File: src/rtl/latch_rf_pkg.sv
// latch_rf_pkg: shared state encoding and requester count for the latch RF write scheduler
package latch_rf_pkg;
  localparam int NREQ = 2;
  typedef enum logic [1:0] {RUN, DRAIN, SLEEP} state_t;
endpackage

File: src/rtl/latch_rf_wr_sched_if.sv
// latch_rf_wr_sched_if: two-requester write request bundle (valid/address/data with ready)
interface latch_rf_wr_sched_if
  import latch_rf_pkg::*;
#(
  parameter int AW    = 4,
  parameter int WIDTH = 32
);
  logic [NREQ-1:0]       req_vld;
  logic [NREQ*AW-1:0]    req_addr;
  logic [NREQ*WIDTH-1:0] req_data;
  logic [NREQ-1:0]       req_rdy;
  modport master (output req_vld, req_addr, req_data, input req_rdy);
  modport slave (input req_vld, req_addr, req_data, output req_rdy);
endinterface

File: src/rtl/latch_rf_rr_arb2.sv
// latch_rf_rr_arb2: 2-way round-robin arbiter; pointer moves past the winner on each accept
module latch_rf_rr_arb2
  import latch_rf_pkg::*;
(
  input  logic            clk,
  input  logic            rst_b,
  input  logic [NREQ-1:0] vld,
  input  logic            en,
  input  logic            accept,
  output logic [NREQ-1:0] grant
);
  logic ptr;
  always_comb grant = !en ? '0 : &vld ? (ptr ? 2'b10 : 2'b01) : vld;
  always_ff @(posedge clk or negedge rst_b)
    if (!rst_b) ptr <= 1'b0;
    else if (accept) ptr <= grant[0];
endmodule

File: src/rtl/latch_rf_wr_sched.sv
// latch_rf_wr_sched: arbitrated, registered write port plus read bypass and sleep/drain for a latch RF
module latch_rf_wr_sched
  import latch_rf_pkg::*;
#(
  parameter  int DEPTH = 16,
  parameter  int WIDTH = 32,
  parameter  int CNTW  = 16,
  localparam int AW    = $clog2(DEPTH)
) (
  input  logic                 clk,
  input  logic                 rst_b,
  latch_rf_wr_sched_if.slave   req,
  output logic [DEPTH-1:0]     wr_row_en,
  output logic [WIDTH-1:0]     wr_data,
  input  logic [AW-1:0]        rd_addr,
  input  logic [WIDTH-1:0]     rd_data_arr,
  output logic [WIDTH-1:0]     rd_data,
  input  logic                 sleep_req,
  output logic                 sleep_ack,
  output logic [CNTW-1:0]      wr_cnt
);
  state_t state, nxt;
  logic en, acc;
  logic [NREQ-1:0] grant;
  logic [AW-1:0] wa;
  logic [WIDTH-1:0] wd;
  always_comb begin
    nxt = state;
    en  = 1'b0;
    en  = state == RUN && !sleep_req;
    nxt = state == RUN   ? (sleep_req ? DRAIN : RUN) :
          state == DRAIN ? (|wr_row_en ? DRAIN : SLEEP) :
                           (sleep_req ? SLEEP : RUN);
  end
  latch_rf_rr_arb2 u_arb (
    .clk    (clk),
    .rst_b  (rst_b),
    .vld    (req.req_vld),
    .en     (en),
    .accept (acc),
    .grant  (grant)
  );
  assign acc         = |grant;
  assign req.req_rdy = grant;
  assign wa          = grant[1] ? req.req_addr[AW +: AW] : req.req_addr[0 +: AW];
  assign wd          = grant[1] ? req.req_data[WIDTH +: WIDTH] : req.req_data[0 +: WIDTH];
  assign rd_data     = wr_row_en[rd_addr] ? wr_data : rd_data_arr;
  // Row enable and data are staged so the array latches see them stable for a full cycle.
  always_ff @(posedge clk or negedge rst_b)
    if (!rst_b) begin
      state     <= RUN;
      wr_row_en <= '0;
      wr_data   <= '0;
      sleep_ack <= 1'b0;
      wr_cnt    <= '0;
    end else begin
      state     <= nxt;
      sleep_ack <= nxt == SLEEP;
      wr_row_en <= acc ? DEPTH'(1) << wa : '0;
      if (acc) wr_data <= wd;
      if (|wr_row_en && !(&wr_cnt)) wr_cnt <= wr_cnt + CNTW'(1);
    end
endmodule

File: src/flat_wrapper.sv
// flat-port wrapper written by rule: the top's interface ports become plain ports
module latch_rf_wr_sched_flat import latch_rf_pkg::*;
#(
  parameter  int DEPTH = 16,
  parameter  int WIDTH = 32,
  parameter  int CNTW  = 16,
  localparam int AW    = $clog2(DEPTH)
)
  (clk, rst_b, wr_row_en, wr_data, rd_addr, rd_data_arr, rd_data, sleep_req, sleep_ack, wr_cnt, req_req_vld, req_req_addr, req_req_data, req_req_rdy);
  latch_rf_wr_sched_if #(.AW((4)), .WIDTH(WIDTH)) req_i ();
  input  logic clk;
  input  logic rst_b;
  output logic [DEPTH-1:0] wr_row_en;
  output logic [WIDTH-1:0] wr_data;
  input  logic [AW-1:0] rd_addr;
  input  logic [WIDTH-1:0] rd_data_arr;
  output logic [WIDTH-1:0] rd_data;
  input  logic sleep_req;
  output logic sleep_ack;
  output logic [CNTW-1:0] wr_cnt;
  input wire logic [$bits(req_i.req_vld)-1:0] req_req_vld;
  input wire logic [$bits(req_i.req_addr)-1:0] req_req_addr;
  input wire logic [$bits(req_i.req_data)-1:0] req_req_data;
  output wire logic [$bits(req_i.req_rdy)-1:0] req_req_rdy;
  assign req_i.req_vld = req_req_vld;
  assign req_i.req_addr = req_req_addr;
  assign req_i.req_data = req_req_data;
  assign req_req_rdy = req_i.req_rdy;
  latch_rf_wr_sched #(.DEPTH(DEPTH), .WIDTH(WIDTH), .CNTW(CNTW)) u_core (.clk(clk), .rst_b(rst_b), .req(req_i), .wr_row_en(wr_row_en), .wr_data(wr_data), .rd_addr(rd_addr), .rd_data_arr(rd_data_arr), .rd_data(rd_data), .sleep_req(sleep_req), .sleep_ack(sleep_ack), .wr_cnt(wr_cnt));
endmodule
File: config.mk
export PLATFORM = sky130hd
export DESIGN_NAME = latch_rf_wr_sched_flat
export DESIGN_NICKNAME = d
export VERILOG_FILES = /design/src/rtl/latch_rf_pkg.sv /design/src/rtl/latch_rf_wr_sched_if.sv /design/src/rtl/latch_rf_rr_arb2.sv /design/src/rtl/latch_rf_wr_sched.sv /design/src/flat_wrapper.sv
export SDC_FILE = /design/constraint.sdc
export NUM_CORES = 1
export LEC_CHECK = 0
export CAP_MARGIN = 15
export CORE_MARGIN = 4
export CORE_UTILIZATION = 36
export CTS_BUF_LIST = sky130_fd_sc_hd__clkbuf_4 sky130_fd_sc_hd__clkbuf_8
export CTS_CLUSTER_SIZE = 14
export DETAILED_ROUTE_END_ITERATION = 7
export PLACE_DENSITY_LB_ADDON = 0.05
export SYNTH_ARGS = -nofsm -noshare
export SYNTH_HDL_FRONTEND = slang
export SYNTH_SLANG_ARGS = --single-unit
export TNS_END_PERCENT = 30
File: constraint.sdc
create_clock -name clk -period 1.8 [get_ports clk]
set_clock_uncertainty 0.05 [all_clocks]
set_input_delay 0.27 -clock clk [delete_from_list [all_inputs] [get_ports clk]]
set_output_delay 0.27 -clock clk [all_outputs]
set_load 0.05 [all_outputs]
==> results.md <==
- Beginning of the critical path: u_core.wr_row_en[15]
- # H-tree levels: 3
- CTS Buffer Depth: 2
- CP max-delay cell: mux4_2
- Area Overhead vs Synth: 91.7%
- Setup crit end: rd_data[9]
- Vias per cell: 4.98
- Worst hold slack: just under 0.2 ns
- Vias in the first global route: 3986
- Synth Net Count: 461
- WP data arrival: 2.33 ns
- GPL Wtd Cong: 0.816
- Failing checks: negative setup slack
- Avg Inst Size Synth: about 11 um^2
- Worst Setup End Kind: output port
- Wirelength, routed: 13800 um
- DRC: 0
- DR pass1 iterations: 4
- Port-buffer cells: 211
- Die X: 109 um
- Synth area leader: dfrtp_1
- CTS root buf: clkbuf_8
- Final period util: 1.47
- DP Area: between 6000 and 7000 um^2
- Num CTS Buffers: 9
- R2r endpoint: u_core.wr_cnt[12]
- Core box area: 9910 um^2
- First-pass GRT wire length: 21000 um
- Fin crit period: roughly 2.6 ns
- Critical Path Max Stage Delay: around 0.46 ns
- Final Setup Violations: 36
- Ys Warns: 0
- Req. time, crit path: ~1.5 ns
- Worst-Margin Slew: 0.463 ns
- Power Total: approximately 0.0086 W
- Yosys top cell area share: 0.459
- Post-synth EDFFs: 0
- Final Hold Viols: 0
- Critical path, cell by cell: mux4_2, mux2i_1, mux2_4, buf_12, mux2_4, buf_12
- Outcome: complete, but fails checks
- Fin. max-slew vios: 0
- Cell area after synthesis: between 3000 and 4000 um^2
- Iteration-0 DRC Markers: 116
- Reg2Reg Depth: 7
- Type of the worst setup path: flop to output port
- Cells after Synth: around 350
- Maximum vdd drop: between 0.7 and 0.8 mV
- Boundary pin count: about 210
- Total Routing Usage GR: 0.228
- Die height: 109 um
- Register area share after synthesis: 0.459
- Largest fanout on the critical path: 18
- Pwr Density: roughly 1200 nW/um^2
- Yosys cell types: 44
- RSZ-0062 raised after global routing: yes
- Pin count of the biggest net entering global routing: 65
- Clock Latency Late Sink: 0.34 ns
- CP Launch Type: flop
- Die footprint: around 12000 um^2
- FILL cells: between 700 and 800
- Max Cap Viol: 0
- Slew HR: 0.691
- Antenna viol nets, final: 0
- Reg2reg setup slack: -0.05 ns
- Initial core utilization: 0.374
- CTS tree: done
- Final instance area: 7110 um^2
- # clock sinks: just under 70
- Layout cells sized above 1: 0.421
- Initial antenna violation count: 0
- Detail Placement HPWL: 11100 um
- Yosys reg bits: 68
- Top_reg_cell synth: dfrtp_1
- Clock Pin Slew Worst Setup and Hold Paths: roughly 0.08 ns
- PnR worst setup slack: -0.846 ns
- Routed vias: 3758
- Hold Path Class: input pin to asynchronous set/reset pin
- Ant. Diodes: 0
- Nets: about 730
- Remaining global-route overflow: 0
- Synth top area cells: dfrtp_1 (46%), mux2_2 (11%), mux2i_1 (10%)
- Wire length per cell: between 15 and 20 um
- Fmax achieved: 378 MHz
- Asr flop ratio synth: 1.00
- R2R Path Start: u_core.wr_row_en[13]
- # rows: 36
- Leakage power: about 3.4 nW
==> registers in the layout (all words and copies together) (netlist names) <==
signal,count
u_core.state,2
u_core.wr_cnt,16
u_core.u_arb.ptr,1
u_core.wr_data,32
u_core.sleep_ack,1
u_core.wr_row_en,16
==> stage by stage <==
step / setup WS [ns] / utilization / setup TNS [ns] / cells
final: -0.846 / 0.718 / -26.02 / 755
after global routing: -0.916 / 0.718 / -29.29 / 755
after CTS: -0.843 / 0.709 / -25.95 / 755
after detailed placement: -1.03 / 0.677 / -42.04 / 738
after global placement: -0.977 / 0.677 / -38.48 / 738
after floorplan: -0.405 / - / -15.80 / 347
==> cells by family after synthesis <==
| logic type | Yosys count | synth area share |
|---|---|---|
| flip-flops | 68 | 0.459 |
| XOR/XNOR | 14 | 0.0331 |
| AO/OA/AOI/OAI | 58 | 0.0982 |
| buffers and inverters | 22 | 0.0307 |
| adder cells (fa/ha/maj) | 1 | 0.00337 |
| multiplexers | 76 | 0.233 |
| AND/OR/NAND/NOR | 108 | 0.142 |
==> report_power, final <==
group          switching, W  internal (W)  leakage (nW)
registers          0.000428       0.00199         0.806
logic               0.00282       0.00177          2.48
clock network      0.000601      0.000958         0.122
==> layer usage <==
metal / vias up / share of wire / global-route usage
li1: 1797 / - / -
met1: 1813 / 0.38 / 0.258
met2: 131 / 0.54 / 0.429
met3: 17 / 0.072 / 0.0487
met4: 0 / 0.014 / 0.0632
met5: - / 0 / 0
==> synthesized netlist by cell type (2+ instances only) <==
cell,instances
nor2_1,56
o21ai_0,5
mux2_2,35
inv_1,4
nand2b_1,3
o211ai_1,4
buf_6,2
xor2_1,4
a311oi_1,2
xnor2_1,10
o2111ai_1,3
a31oi_1,2
and3_1,5
nand3_1,7
buf_2,5
mux4_1,3
nor3_1,2
mux2i_1,37
nor2b_1,5
and4_1,2
nand4_1,3
a21oi_1,32
a211oi_1,3
clkbuf_1,9
nand2_1,10
nor4_1,8
dfrtp_1,68
a2111oi_2,2
==> how the worst min path moves through the flow <==
stage          startpoint                  end  slack (ns)  depth (start not counted)
2_1_floorplan       rst_b     u_core.sleep_ack       -0.08                          0
3_3_place_gp        rst_b  u_core.wr_row_en[9]       0.005                          1
3_5_place_dp        rst_b  u_core.wr_row_en[9]       0.005                          1
4_1_cts             rst_b  u_core.wr_row_en[9]        0.18                          2
5_1_grt             rst_b  u_core.wr_row_en[9]        0.19                          2
6_report            rst_b  u_core.wr_row_en[9]        0.20                          2
==> what timing repair did <==
item                                   4_1_cts  5_1_grt
pin swaps                                    4        6
buffers inserted                             0        0
endpoints found under the hold margin       68        0
gates cloned                                 0        0
hold buffers                                 1        0
setup endpoints to repair                   45       68
resized for setup                           13       15
==> cell usage in the layout (no fill, tap or decap), drive strengths merged, types with 3 or more instances in the layout <==
master | Yosys | layout
nor2b | 5 | 5
nor4 | 9 | 9
mux2 | 35 | 35
bufinv | 0 | 3
a21oi | 32 | 32
and3 | 5 | 5
dfrtp | 68 | 68
a211oi | 3 | 3
inv | 4 | 4
nand2 | 10 | 10
o2111ai | 3 | 3
nand2b | 3 | 3
mux4 | 4 | 4
nor2 | 57 | 57
xor2 | 4 | 4
clkdlybuf4s50 | 0 | 109
xnor2 | 10 | 10
clkbuf | 10 | 10
mux2i | 37 | 37
buf | 8 | 165
nand4 | 3 | 3
nand3 | 8 | 8
o211ai | 4 | 4
o21ai | 7 | 7
==> critical path: cells and delay by family, from the launching register on <==
kind / cells / cell delay [ns]
mux: 4 / 1.22
flops: 1 / 0.41
buf+inv: 2 / 0.34
==> cell type report <==
| class | instances | area (um^2) | area share |
|---|---|---|---|
| multi-input cells | 257 | 2140 | 0.300 |
| flip-flops and latches | 68 | 1730 | 0.243 |
| repair buffers | 277 | 2820 | 0.396 |
| clock buffers | 10 | 138 | 0.0194 |
| well taps | 133 | 166 | 0.0234 |
| inverters | 4 | 15.0 | 0.00211 |
| clock inverters | 6 | 111 | 0.0157 |
Note: power is estimated with default switching activity, not from simulation.
==> patch 1: new RTL, same settings <==
Reset style: synchronous (`rst_b`), changed in 2 clocked blocks.
--- a/src/rtl/latch_rf_rr_arb2.sv
+++ b/src/rtl/latch_rf_rr_arb2.sv
@@ -13,3 +13,3 @@
   always_comb grant = !en ? '0 : &vld ? (ptr ? 2'b10 : 2'b01) : vld;
-  always_ff @(posedge clk or negedge rst_b)
+  always_ff @(posedge clk)
     if (!rst_b) ptr <= 1'b0;
--- a/src/rtl/latch_rf_wr_sched.sv
+++ b/src/rtl/latch_rf_wr_sched.sv
@@ -48,3 +48,3 @@
   // Row enable and data are staged so the array latches see them stable for a full cycle.
-  always_ff @(posedge clk or negedge rst_b)
+  always_ff @(posedge clk)
     if (!rst_b) begin
Formal check against the unedited RTL: differs if rst_b is asserted again (counterexample within 4 cycles, from zero or initial values and one cycle with rst_b low); with rst_b held inactive, the same outputs for 10 cycles.
==> patch 1 against the unedited design <==
- the flow still finishes with violations (negative setup slack)
- synthesized area decreased by 11%
- critical path type unchanged
- sequential cell count stayed put
- global-route usage shrank 1.0 points
- wire length fell by 12%
- hold slack gained 0.22 ns
- worst setup slack improved by 0.053 ns
- utilization shrank 2.6 points
- first-iteration DRC count decreased by 29%
- largest cell class unchanged
- design area is 14% lower
Power is not compared: it rests on default switching activity, and its combinational part moved more than twofold at a synthesized area within 25%.
==> patch 1: results <==
{
  "cts-root-buf": "clkbuf_8",
  "coreArea_mm2": 0.00881,
  "grt_use_total": 0.218,
  "synth.top_cells.by_area": "dfxtp_1 41%, mux2_4 14%, nor2_1 6.6%",
  "worstPathArrival_ns": 2.27,
  "drive_above_1_share": 0.379,
  "non_clock_buffer_count": 258,
  "top_regs": "u_core.wr_data: 32 flops, u_core.wr_cnt: 16 flops, u_core.wr_row_en: 16 flops",
  "first_pass_iters": 5,
  "synth_cell_type_count": 39,
  "syn-num-nets": 470,
  "grt_pass1_wl_mm": 19.2,
  "dp_hpwl_mm": 9.15,
  "inverters_excl_clock": 6,
  "drt-initial-drc-count": 82,
  "cts_made_buffers": 9,
  "synthCells": 356,
  "diodes": 0,
  "fin_ws_ns": -0.792,
  "cp_max_fo": 16,
  "cts_sinks": 68,
  "nFillCells": 678,
  "preCtsSetupSlack_ns": -1.03,
  "timing.setup.tns_ns": -24.83,
  "synth_flop_cell": "dfxtp_1",
  "worstHoldPathType": "reg -> reg",
  "dr_total_vias": 3675,
  "multiInputGateArea_mm2": 0.00189,
  "nonClkBufAreaFrac": 0.401,
  "min_from": "u_core.u_arb.ptr",
  "crit_end": "rd_data[16]",
  "io_buffers": 211,
  "grt_antenna_before_repair": 0,
  "numPlacedInstances": 699,
  "drt_wl_total_mm": 12.2,
  "worstRegToRegCells": 7,
  "placed_area_mm2": 0.00568,
  "grt_start_max_net_pins": 33,
  "clk_share": 0.0331,
  "rr_endpoint": "u_core.wr_cnt[12]",
  "violations": "negative setup slack",
  "async_flop_share": 0,
  "multi_input_gates": 261,
  "reg2reg_from": "u_core.wr_row_en[1]",
  "regArea_mm2": 0.00140,
  "ff2ff_setup_slack_ns": 0.07,
  "leakage_nw": 2.60,
  "synth_commonest_cells": "68 x dfxtp_1, 58 x nor2_1, 41 x nor3_1",
  "place_congestion": 0.827,
  "clkTransAtPathRegs_ns": 0.07,
  "crit_family": "multiplexers",
  "nNetsFinal": 718,
  "finalSetupViolCount": 33,
  "crit_start": "u_core.wr_row_en[5]",
  "wire_per_inst_um": 17.0,
  "whs_ns": 0.420,
  "tightest_slew_ns": 0.382,
  "max_stage_delay_ns": 0.47,
  "status": "complete, but fails checks",
  "ys_seq_area_frac": 0.414
}
-- patch 1: timing repair --
| item | CTS | global route |
|---|---|---|
| endpoints found under the setup margin | 50 | 58 |
| gates cloned | 0 | 2 |
| pin swaps | 1 | 2 |
| endpoints found under the hold margin | 0 | 0 |
| resized for setup | 38 | 8 |
| hold buffers | 0 | 0 |
-- patch 1: where the power goes --
group / switching (mW) / leakage, nW / internal (mW)
Sequential: 0.0903 / 0.567 / 1.60
Clock: 0.593 / 0.0983 / 0.674
Combinational: 0.996 / 1.94 / 0.770
-- patch 1: cell families (layout without fill, tap and decap cells) --
logic type,Yosys count,after routing,share of synthesized area
xor+xnor,9,9,0.0239
simple gates,157,157,0.230
buf+inv,27,280,0.0376
compound gates,53,53,0.103
mux,41,41,0.189
flops,68,68,0.414
fa+ha+maj,1,1,0.00380
-- patch 1: per-layer routing --
metal	vias to the layer above	GRT usage	wire (µm)
li1	1801	-	-
met1	1693	0.251	5070
met2	160	0.386	6000
met3	21	0.0653	893
met4	0	0.0693	220
met5	-	0	0
==> patch 2: new RTL, same settings <==
Without the edit above. `DEPTH` is set to 16 in 2 places; all go to 8.
--- a/src/rtl/latch_rf_wr_sched.sv
+++ b/src/rtl/latch_rf_wr_sched.sv
@@ -4,3 +4,3 @@
 #(
-  parameter  int DEPTH = 16,
+  parameter  int DEPTH = 8,
   parameter  int WIDTH = 32,
--- a/src/flat_wrapper.sv
+++ b/src/flat_wrapper.sv
@@ -3,3 +3,3 @@
 #(
-  parameter  int DEPTH = 16,
+  parameter  int DEPTH = 8,
   parameter  int WIDTH = 32,
Interface: changed (resized rd_addr and wr_row_en); port bits go from 212 to 203. The function was not compared with the original's and may differ.
==> patch 2 against the unedited design <==
- the run still ends with negative setup slack left
- count of clock-buffer cells in the layout did not move
- total power down 8.4%
- synthesized area down 17%
- design area fell by 15%
- sequential power is 8% lower
- combinational power down 9.4%
- final cell count down 14%
- wire length down 15%
- worst setup slack better by 0.086 ns
- sequential cell count down 8
==> patch 2: results <==
{
  "leakage_nw": 2.92,
  "ir_drop_uv": 755,
  "io_buffers": 200,
  "grt_antenna_before_repair": 0,
  "wl_met2_mm": 6.00,
  "status": "complete, but fails checks",
  "synth.top_cells.by_area": "dfrtp_1 49%, mux2_2 12%, nand2_1 9.1%",
  "preCtsSetupSlack_ns": -0.925,
  "numPlacedInstances": 622,
  "drive_above_1_share": 0.375,
  "insertion_delay_ns": 0.33,
  "wire_per_inst_um": 18.1,
  "fin_ws_ns": -0.760,
  "timing.setup.tns_ns": -23.97,
  "async_flop_share": 1.00,
  "placed_area_mm2": 0.00551,
  "violations": "negative setup slack",
  "syn-num-nets": 409,
  "grt_pass1_wl_mm": 18.0,
  "worstPathArrival_ns": 2.24,
  "finalSetupViolCount": 34,
  "grt_use_total": 0.234,
  "avgSynthCellArea_um2": 10.4,
  "synthMuxAreaShare": 0.158,
  "ys_seq_area_frac": 0.487,
  "drt-initial-drc-count": 124,
  "tightest_slew_ns": 0.371,
  "place_congestion": 0.813,
  "ys_warn_count": 0,
  "routed.top_layer": "met4",
  "top_regs": "u_core.wr_data: 32 flops, u_core.wr_cnt: 16 flops, u_core.wr_row_en: 8 flops",
  "route.met3.wl_um": 865,
  "stdcell_count": 646,
  "synth_xor_xnor_area_share": 0.0426,
  "synth_cell_type_count": 33,
  "dr_total_vias": 3266,
  "worstHoldPathType": "in -> async",
  "synth_compound_area_frac": 0.0986,
  "grt_start_max_net_pins": 41,
  "cp_max_fo": 8,
  "max_stage_delay_ns": 0.50,
  "dp_hpwl_mm": 8.80,
  "m1WireLength_mm": 4.58,
  "synth_commonest_cells": "75 x nand2_1, 60 x dfrtp_1, 34 x a22oi_1",
  "synthAdderAreaFrac": 0.00406
}
-- patch 2: layout make-up --
class | count | area [µm²]
repair buffers | 244 | 2490
fillers | 612 | 2240
multi-input cells | 219 | 1640
flip-flops and latches | 60 | 1510
clock buffers | 10 | 131
well taps | 105 | 131
clock inverters | 6 | 113
inverters | 2 | 7.51
-- patch 2: path summary, 6_finish.rpt --
kind	from	end	slack [ns]	cells past startpoint
worst max-delay path	u_core.wr_row_en[5]	rd_data[14]	-0.76	6
worst min-delay path	rst_b	u_core.wr_data[5]	0.35	2
worst max register to register	u_core.wr_cnt[0]	u_core.wr_cnt[1]	0.10	5
worst min register to register	u_core.wr_cnt[14]	u_core.wr_cnt[14]	0.46	1
max in group asynchronous	rst_b	u_core.state[0]	0.62	4
min in group clk	u_core.wr_cnt[14]	u_core.wr_cnt[14]	0.46	1
-- patch 2: power by group --
group	total [mW]	internal, mW	leakage, nW	switching (mW)
clock	1.48	0.938	0.124	0.539
sequential	2.22	1.79	0.760	0.426
combinational	4.16	1.56	2.03	2.60
total	7.85	4.29	2.92	3.56
-- patch 2: timing repair --
| item | in CTS | in global routing |
|---|---|---|
| cloned | 3 | 0 |
| endpoints found under the hold margin | 11 | 0 |
| hold buffers | 1 | 0 |
| pin swaps | 3 | 1 |
| setup buffers | 3 | 1 |
| setup endpoints to repair | 39 | 37 |
| resized for setup | 37 | 5 |
-- patch 2: worst reg2reg max path: stages (launching register included) --
cell and delay (ns):
dfrtp_1 0.39, ha_1 0.23, and4_1 0.24, nand4_1 0.13
and2_1 0.20, mux2_2 0.34
-- patch 2: layer usage --
layer | GRT usage | vias up
met5 | 0 | -
met4 | 0.0933 | 0
met3 | 0.0505 | 20
met2 | 0.405 | 156
met1 | 0.282 | 1545
li1 | - | 1545
